## src/rtl/sprite_compositor.sv

```systemverilog
// sprite_compositor: two-stage pixel compositor for the VGA path.
// Stage 1 registers per-sprite rectangle hits, display and sprite colours.
// Stage 2 resolves priority, applies the game-mode overlay and registers VGA_R/G/B.
// A PLAY/WIN/LOSE mode machine selects gameplay or banner rendering.
// A frame counter blinks the banner background.
// Optional feature: define SPRITE_COMPOSITOR_GROUND_EN to draw a white ground strip
// below all sprites in PLAY.
`timescale 1ns/1ps

module sprite_compositor #(
  parameter int NUM_SPRITES = 5,
  parameter int COORD_W     = 32,
  parameter int BLINK_LOG2  = 5
) (
  input  logic                              clk,
  input  logic                              reset,
  input  logic                              display,
  input  logic                              frame_start,
  input  logic [COORD_W-1:0]                X,
  input  logic [COORD_W-1:0]                Y,
  input  logic [NUM_SPRITES*4*COORD_W-1:0]  box,
  input  logic [NUM_SPRITES*24-1:0]         color,
  input  logic [NUM_SPRITES-1:0]            sprite_en,
  input  logic                              win,
  input  logic                              lose,
  input  logic                              restart,
  output logic [7:0]                        VGA_R,
  output logic [7:0]                        VGA_G,
  output logic [7:0]                        VGA_B,
  output logic [1:0]                        mode
);

  typedef enum logic [1:0] {
    PLAY = 2'd0,
    WIN  = 2'd1,
    LOSE = 2'd2
  } mode_e;

  localparam logic [23:0] RGB_BLACK = 24'h000000;
  localparam logic [23:0] RGB_WHITE = 24'hFFFFFF;
  localparam logic [23:0] RGB_GREEN = 24'h00FF00;
  localparam logic [23:0] RGB_RED   = 24'hFF0000;
  localparam logic [23:0] RGB_BLUE  = 24'h0000FF;

  mode_e                     state;
  mode_e                     state_next;
  logic [BLINK_LOG2:0]       blink_cnt;
  logic                      blink_phase;

  logic [NUM_SPRITES-1:0]    hit_d;
  logic [NUM_SPRITES-1:0]    hit_q;
  logic                      display_q;
  logic [NUM_SPRITES*24-1:0] color_q;

  logic [23:0]               sprite_rgb;
  logic                      sprite_hit;
  logic [23:0]               pixel_d;
  logic [23:0]               pixel_q;

`ifdef SPRITE_COMPOSITOR_GROUND_EN
  logic                      ground_d;
  logic                      ground_q;
`endif

  // Stage 1 combinational hit test: exclusive low edge, inclusive high edge, unsigned.
  always_comb begin
    // NOTE: every always_comb output gets a default first so no path can infer a latch.
    hit_d = '0;
    for (int k = 0; k < NUM_SPRITES; k++) begin
      hit_d[k] = sprite_en[k]
               & (X >  box[k*4*COORD_W             +: COORD_W])
               & (Y >  box[k*4*COORD_W + COORD_W   +: COORD_W])
               & (X <= box[k*4*COORD_W + 2*COORD_W +: COORD_W])
               & (Y <= box[k*4*COORD_W + 3*COORD_W +: COORD_W]);
    end
  end

`ifdef SPRITE_COMPOSITOR_GROUND_EN
  // Ground strip hit test, fixed screen rectangle.
  always_comb begin
    ground_d = (X > COORD_W'(32))  && (X <= COORD_W'(1248)) &&
               (Y > COORD_W'(800)) && (Y <= COORD_W'(816));
  end
`endif

  // Stage 1 pipeline registers; colours travel with their hits to keep 2-cycle latency.
  always_ff @(posedge clk) begin
    // NOTE: clocked state uses non-blocking assignments so every register samples pre-edge values.
    if (reset) begin
      hit_q     <= '0;
      display_q <= 1'b0;
      color_q   <= '0;
`ifdef SPRITE_COMPOSITOR_GROUND_EN
      ground_q  <= 1'b0;
`endif
    end else begin
      hit_q     <= hit_d;
      display_q <= display;
      color_q   <= color;
`ifdef SPRITE_COMPOSITOR_GROUND_EN
      ground_q  <= ground_d;
`endif
    end
  end

  // Mode state register.
  always_ff @(posedge clk) begin
    if (reset) begin
      state <= PLAY;
    end else begin
      state <= state_next;
    end
  end

  // Mode next-state: restart beats win/lose, lose beats win, LOSE ignores win.
  always_comb begin
    state_next = state;
    case (state)
      PLAY: begin
        if (lose)     state_next = LOSE;
        else if (win) state_next = WIN;
      end
      WIN: begin
        if (restart)   state_next = PLAY;
        else if (lose) state_next = LOSE;
      end
      LOSE: begin
        if (restart) state_next = PLAY;
      end
      default: state_next = PLAY;
    endcase
  end

  // Mode output decode.
  always_comb begin
    mode = state;
  end

  // Blink counter: cleared on any transition, else counts frames in the banner modes.
  always_ff @(posedge clk) begin
    if (reset) begin
      blink_cnt <= '0;
    end else if (state_next != state) begin
      blink_cnt <= '0;
    end else if (frame_start && (state != PLAY)) begin
      blink_cnt <= blink_cnt + {{BLINK_LOG2{1'b0}}, 1'b1};
    end
  end

  assign blink_phase = blink_cnt[BLINK_LOG2];

  // Stage 2 priority select: the lowest-index hitting sprite wins.
  always_comb begin
    sprite_rgb = RGB_BLACK;
    sprite_hit = 1'b0;
    for (int k = NUM_SPRITES - 1; k >= 0; k--) begin
      if (hit_q[k]) begin
        sprite_rgb = color_q[k*24 +: 24];
        sprite_hit = 1'b1;
      end
    end
  end

  // Stage 2 mode overlay using the registered mode.
  always_comb begin
    pixel_d = RGB_BLACK;
    if (display_q) begin
      case (state)
        PLAY: begin
          if (sprite_hit) pixel_d = sprite_rgb;
`ifdef SPRITE_COMPOSITOR_GROUND_EN
          else if (ground_q) pixel_d = RGB_WHITE;
`endif
        end
        WIN: begin
          if (hit_q[0])          pixel_d = RGB_WHITE;
          else if (!blink_phase) pixel_d = RGB_GREEN;
        end
        LOSE: begin
          if (hit_q[0])          pixel_d = RGB_BLUE;
          else if (!blink_phase) pixel_d = RGB_RED;
        end
        default: pixel_d = RGB_BLACK;
      endcase
    end
  end

  // Stage 2 output register driving the DAC pins.
  always_ff @(posedge clk) begin
    if (reset) begin
      pixel_q <= RGB_BLACK;
    end else begin
      pixel_q <= pixel_d;
    end
  end

  assign VGA_R = pixel_q[23:16];
  assign VGA_G = pixel_q[15:8];
  assign VGA_B = pixel_q[7:0];

endmodule
```

## config.mk

```make
export PLATFORM = sky130hd
export DESIGN_NAME = sprite_compositor
export DESIGN_NICKNAME = d
export VERILOG_FILES = /design/src/rtl/sprite_compositor.sv
export SDC_FILE = /design/constraint.sdc
export NUM_CORES = 1
export LEC_CHECK = 0
export ABC_CLOCK_PERIOD_IN_PS = 2160
export CORE_AREA = 4 4 337 339
export CTS_CLUSTER_DIAMETER = 60
export DETAILED_ROUTE_END_ITERATION = 8
export DIE_AREA = 0 0 341 343
export GPL_ROUTABILITY_DRIVEN = 0
export GPL_TIMING_DRIVEN = 0
export HOLD_SLACK_MARGIN = 0.05
export SKIP_LAST_GASP = 1
export SLEW_MARGIN = 20
export SYNTH_ARGS = -nofsm -noshare
export SYNTH_HDL_FRONTEND = slang
export SYNTH_SLANG_ARGS = --single-unit
```

## constraint.sdc

```tcl
create_clock -name clk -period 2.16 [get_ports clk]
set_input_delay 0.432 -clock clk [delete_from_list [all_inputs] [get_ports clk]]
set_output_delay 0.432 -clock clk [all_outputs]
set_load 0.01 [all_outputs]
```

==> impl_table.tex <==
\begin{tabular}{lr}
\hline
Metric & Value \\
\hline
\multicolumn{2}{l}{\textbf{Status}} \\
Result of the run & finished with violations \\
Violations in the final reports & setup timing \\
\multicolumn{2}{l}{\textbf{Power and ir drop}} \\
Combinational cell fraction of total power & 0.493 \\
Power density relative to cell area & approximately 320 nW/µm² \\
Highest ir drop seen on vdd & approximately 0.56 mV \\
Share of power burned in the clock network & 0.239 \\
Pleak & 17.6 nW \\
Internal cell power & around 7.6 mW \\
Sw frac & 0.343 \\
Sequential group share of total power & 0.268 \\
Switching power summed over all nets & about 4.0 mW \\
\multicolumn{2}{l}{\textbf{Worst setup path}} \\
Kind of end point of the critical path & flop \\
FF-to-FF setup slack & $\sim$0.16 ns \\
Nature of the critical path startpoint & input pin \\
Max incr delay on CP & $\sim$0.53 ns \\
Required time of the worst setup path & around 2.5 ns \\
Worst reg2reg endpoint & pixel\_q[17]\$\_SDFF\_PP0\_ \\
Cell family contributing the most delay on the critical path & simple AND/OR/NAND/NOR gates \\
Buffer and inverter count on the worst path & 2 \\
Cell-by-cell listing of the critical path & clkdlybuf4s15\_2 -> ha\_1 -> nand2\_1 -> nor4\_1 -> nand2\_1 -> o21ai\_0 -> o21ai\_0 -> nor4\_2 -> buf\_4 \\
Depth of the most critical reg-to-reg path & 5 \\
Maximum fanout along the worst path & 10 \\
Reg-to-Reg Start & hit\_q[0]\$\_SDFF\_PP0\_ \\
Slowest cell on the critical path & sky130\_fd\_sc\_hd\_\_nor4\_1 \\
Crit path launch & Y[5] \\
Worst Path Class, Setup & input pin to flop \\
Signal arrival time at the worst endpoint & approximately 3.3 ns \\
\multicolumn{2}{l}{\textbf{Yosys}} \\
Nets in the synthesized netlist & between 4000 and 5000 \\
Number of warnings reported in the yosys synthesis log & 0 \\
Post-synthesis average cell area & 7.73 µm² \\
Dominant register cell in the synthesized netlist & sky130\_fd\_sc\_hd\_\_dfxtp\_1 \\
Library cell with the largest summed area after synthesis & sky130\_fd\_sc\_hd\_\_ha\_1 \\
Dominant cell by count in the synthesized netlist & sky130\_fd\_sc\_hd\_\_ha\_1 \\
Yosys reg bits & between 150 and 200 \\
Leading cell types by count after synthesis & sky130\_fd\_sc\_hd\_\_ha\_1 (641), sky130\_fd\_sc\_hd\_\_inv\_1 (636), sky130\_fd\_sc\_hd\_\_a21oi\_1 (262) \\
Top cell type's share of synthesized area & 0.377 \\
Post-synthesis async set-or-reset flop share & 0 \\
Leading post-synthesis cells by cell area & sky130\_fd\_sc\_hd\_\_ha\_1 (38\%), sky130\_fd\_sc\_hd\_\_dfxtp\_1 (15\%), sky130\_fd\_sc\_hd\_\_inv\_1 (11\%), sky130\_fd\_sc\_hd\_\_a21oi\_1 (6.2\%), sky130\_fd\_sc\_hd\_\_nor2b\_1 (4.9\%) \\
Area of the mapped netlist & about 21000 µm² \\
Sequential element share of the synthesized area & 0.149 \\
EDFF count, synth & 0 \\
Netlist cell types & 63 \\
Cell count after synthesis & about 2800 \\
\multicolumn{2}{l}{\textbf{Die}} \\
DIE WIDTH & $\sim$340 µm \\
Number of I/O pins & about 860 \\
Area of the die & roughly 120000 µm² \\
Number of placement rows & around 120 \\
Standard cell core area & 110000 µm² \\
Initial cell density of the core & 0.193 \\
Die Span Y & about 340 µm \\
\multicolumn{2}{l}{\textbf{Drt}} \\
DR vias & approximately 24000 \\
Post-DR wirelength/cell & roughly 23 µm \\
Drt total wl & about 120000 µm \\
Number of violations reported at the end of detailed-routing iteration 0 & roughly 1000 \\
DRC violation count after routing & 0 \\
DRT antenna net count & 0 \\
Routed vias/inst & $\sim$4.5 \\
Number of iterations in the first detailed-routing pass & 5 \\
\multicolumn{2}{l}{\textbf{Placement}} \\
Placed Cells & between 5000 and 6000 \\
\# port buffers & 861 \\
Worst slack after detailed placement & -3.47 ns \\
Hpwl dp & 103000 µm \\
\multicolumn{2}{l}{\textbf{Timing}} \\
Total count of hold-check failures in the final report & 0 \\
Setup Skew & approximately 0.006 ns \\
Final setup slack of the worst path & -0.767 ns \\
Slew Viols, Final & 0 \\
Worst slew margin relative to its limit & 0.310 \\
Worst-Margin Slew & 1.02 ns \\
Shortest clock period the worst path allows after layout & 2.93 ns \\
Fmax & approximately 340 MHz \\
Final period util & 1.36 \\
Setup TNS & -2.15 ns \\
Number of setup violations in the final report & 5 \\
Unrepaired setup endpoints after global routing & yes \\
\multicolumn{2}{l}{\textbf{Clock tree}} \\
Post-cts hold buffer count & 0 \\
TritonCTS clock tree & built \\
Worst-path clk slew & $\sim$0.060 ns \\
Worst skew pair latency & 0.42 ns \\
Number of H-tree levels & 4 \\
Number of buffers created by CTS & 17 \\
Number of sinks handled by clock tree synthesis & between 150 and 200 \\
Clock tree buffer depth & 2 \\
Root buffer cell & sky130\_fd\_sc\_hd\_\_clkbuf\_16 \\
\multicolumn{2}{l}{\textbf{Global routing}} \\
GR Overflow Total & 0 \\
First-pass GRT wire length & between 150000 and 200000 µm \\
Overall Global Routing Usage & 0.192 \\
Pin count of the biggest net entering global routing & 17 \\
Antenna violations before repair & 50 \\
Vias in the first global route & approximately 24000 \\
\multicolumn{2}{l}{\textbf{Layout}} \\
Share of post-route cells with drive strength above 1 & 0.148 \\
Final std cells w/o fill & roughly 5200 \\
Final layout net count & approximately 5200 \\
Syn-to-layout area delta & 66.6\% \\
\multicolumn{2}{l}{\textbf{Min path}} \\
Worst hold path startpoint & color\_q[3]\$\_SDFF\_PP0\_ \\
Cell depth of the worst min-delay path & 2 \\
Worst Hold Path EP & pixel\_q[3]\$\_SDFF\_PP0\_ \\
Path category of the worst min-delay check & flop to flop \\
\multicolumn{2}{l}{\textbf{Job}} \\
Max-cap violations & 0 \\
\hline
\end{tabular}
-- final cells by class --
cell class	count	area, µm²
Timing Repair Buffer	928	9200
Inverter	636	2400
Multi-Input combinational cell	1917	18000
Clock buffer	18	439
Sequential cell	158	3160
Antenna cell	33	82.6
Buffer	38	156
Fill cell	11700	74900
Clock inverter	13	100
Tap cell	1488	1860
-- metal layers --
metal,vias up,GRT usage,share of wire
li1,11500,-,-
met1,11000,0.232,0.41
met2,890,0.342,0.49
met3,170,0.0371,0.064
met4,12,0.0574,0.032
met5,-,0,0.00065
-- placed cells by master, fill, tap and decap left out, drive strengths merged, types with 33 or more instances in the layout --
cell type	instances
diode	33
a21o	131
buf	126
nand3	55
dlygate4sd2	53
nand4	130
ha	641
clkdlybuf4s50	657
dfxtp	158
nor3	44
a221oi	37
inv	634
nor2b	167
nand2	100
dlymetal6s2s	62
clkbuf	69
a21oi	262
o21ai	91
nor2	77
-- through the flow --
step	power, mW	cell area (µm²)	hold slack [ns]	utilization
2_1_floorplan	5.36	21300	0.469	-
3_3_place_gp	8.08	31800	0.495	0.288
3_5_place_dp	8.22	31900	0.513	0.289
4_1_cts	11.3	34000	0.528	0.308
5_1_grt	12.3	35400	0.540	0.321
6_report	11.5	35400	0.514	0.321
-- what timing repair did --
action                     CTS  global route
pin swaps                   95            94
setup endpoints to repair  151            15
setup buffers               43            15
resized for setup          678           324
gates cloned                 0             1
-- worst max-delay path by stage --
stage	endpoint	slack [ns]	cells after the start
global placement	hit_q[2]$_SDFF_PP0_	-6.35	9
CTS	hit_q[2]$_SDFF_PP0_	-0.82	11
global route	hit_q[2]$_SDFF_PP0_	-0.93	12
finish	hit_q[2]$_SDFF_PP0_	-0.77	9
detailed placement	hit_q[2]$_SDFF_PP0_	-3.47	10
floorplan	hit_q[0]$_SDFF_PP0_	0.0009	8
-- cell families (layout without fill, tap and decap cells) --
logic type      after synthesis  after routing  synth area share
buf+inv                     675           1633             0.119
fa+ha+maj                   641            641             0.377
mux                           3              3           0.00141
flops                       158            158             0.149
xor+xnor                      6              6           0.00247
compound gates              616            616             0.181
other cells                   0             33                 0
simple gates                651            651             0.170
-- worst reg2reg max path: stages (launching register included) --
cell	delay [ns]
sky130_fd_sc_hd__dfxtp_1	0.31
sky130_fd_sc_hd__clkbuf_1	0.32
sky130_fd_sc_hd__clkbuf_1	0.39
sky130_fd_sc_hd__clkbuf_1	0.43
sky130_fd_sc_hd__a21oi_1	0.15
sky130_fd_sc_hd__o21ai_0	0.29
-- registers in the layout (all words and copies together), names as in the netlist --
name       count
blink_cnt      6
color_q      120
display_q      1
hit_q          5
mode           2
pixel_q       24
-- power by group through the flow --
stage | Combinational, mW | Clock, mW | Sequential, mW
3_5_place_dp | 5.08 | 0 | 3.14
2_1_floorplan | 2.22 | 0 | 3.14
4_1_cts | 5.41 | 2.78 | 3.08
6_report | 5.68 | 2.76 | 3.08
5_1_grt | 6.31 | 2.92 | 3.09
3_3_place_gp | 4.94 | 0 | 3.14
Power figures use the tool's default switching activity.
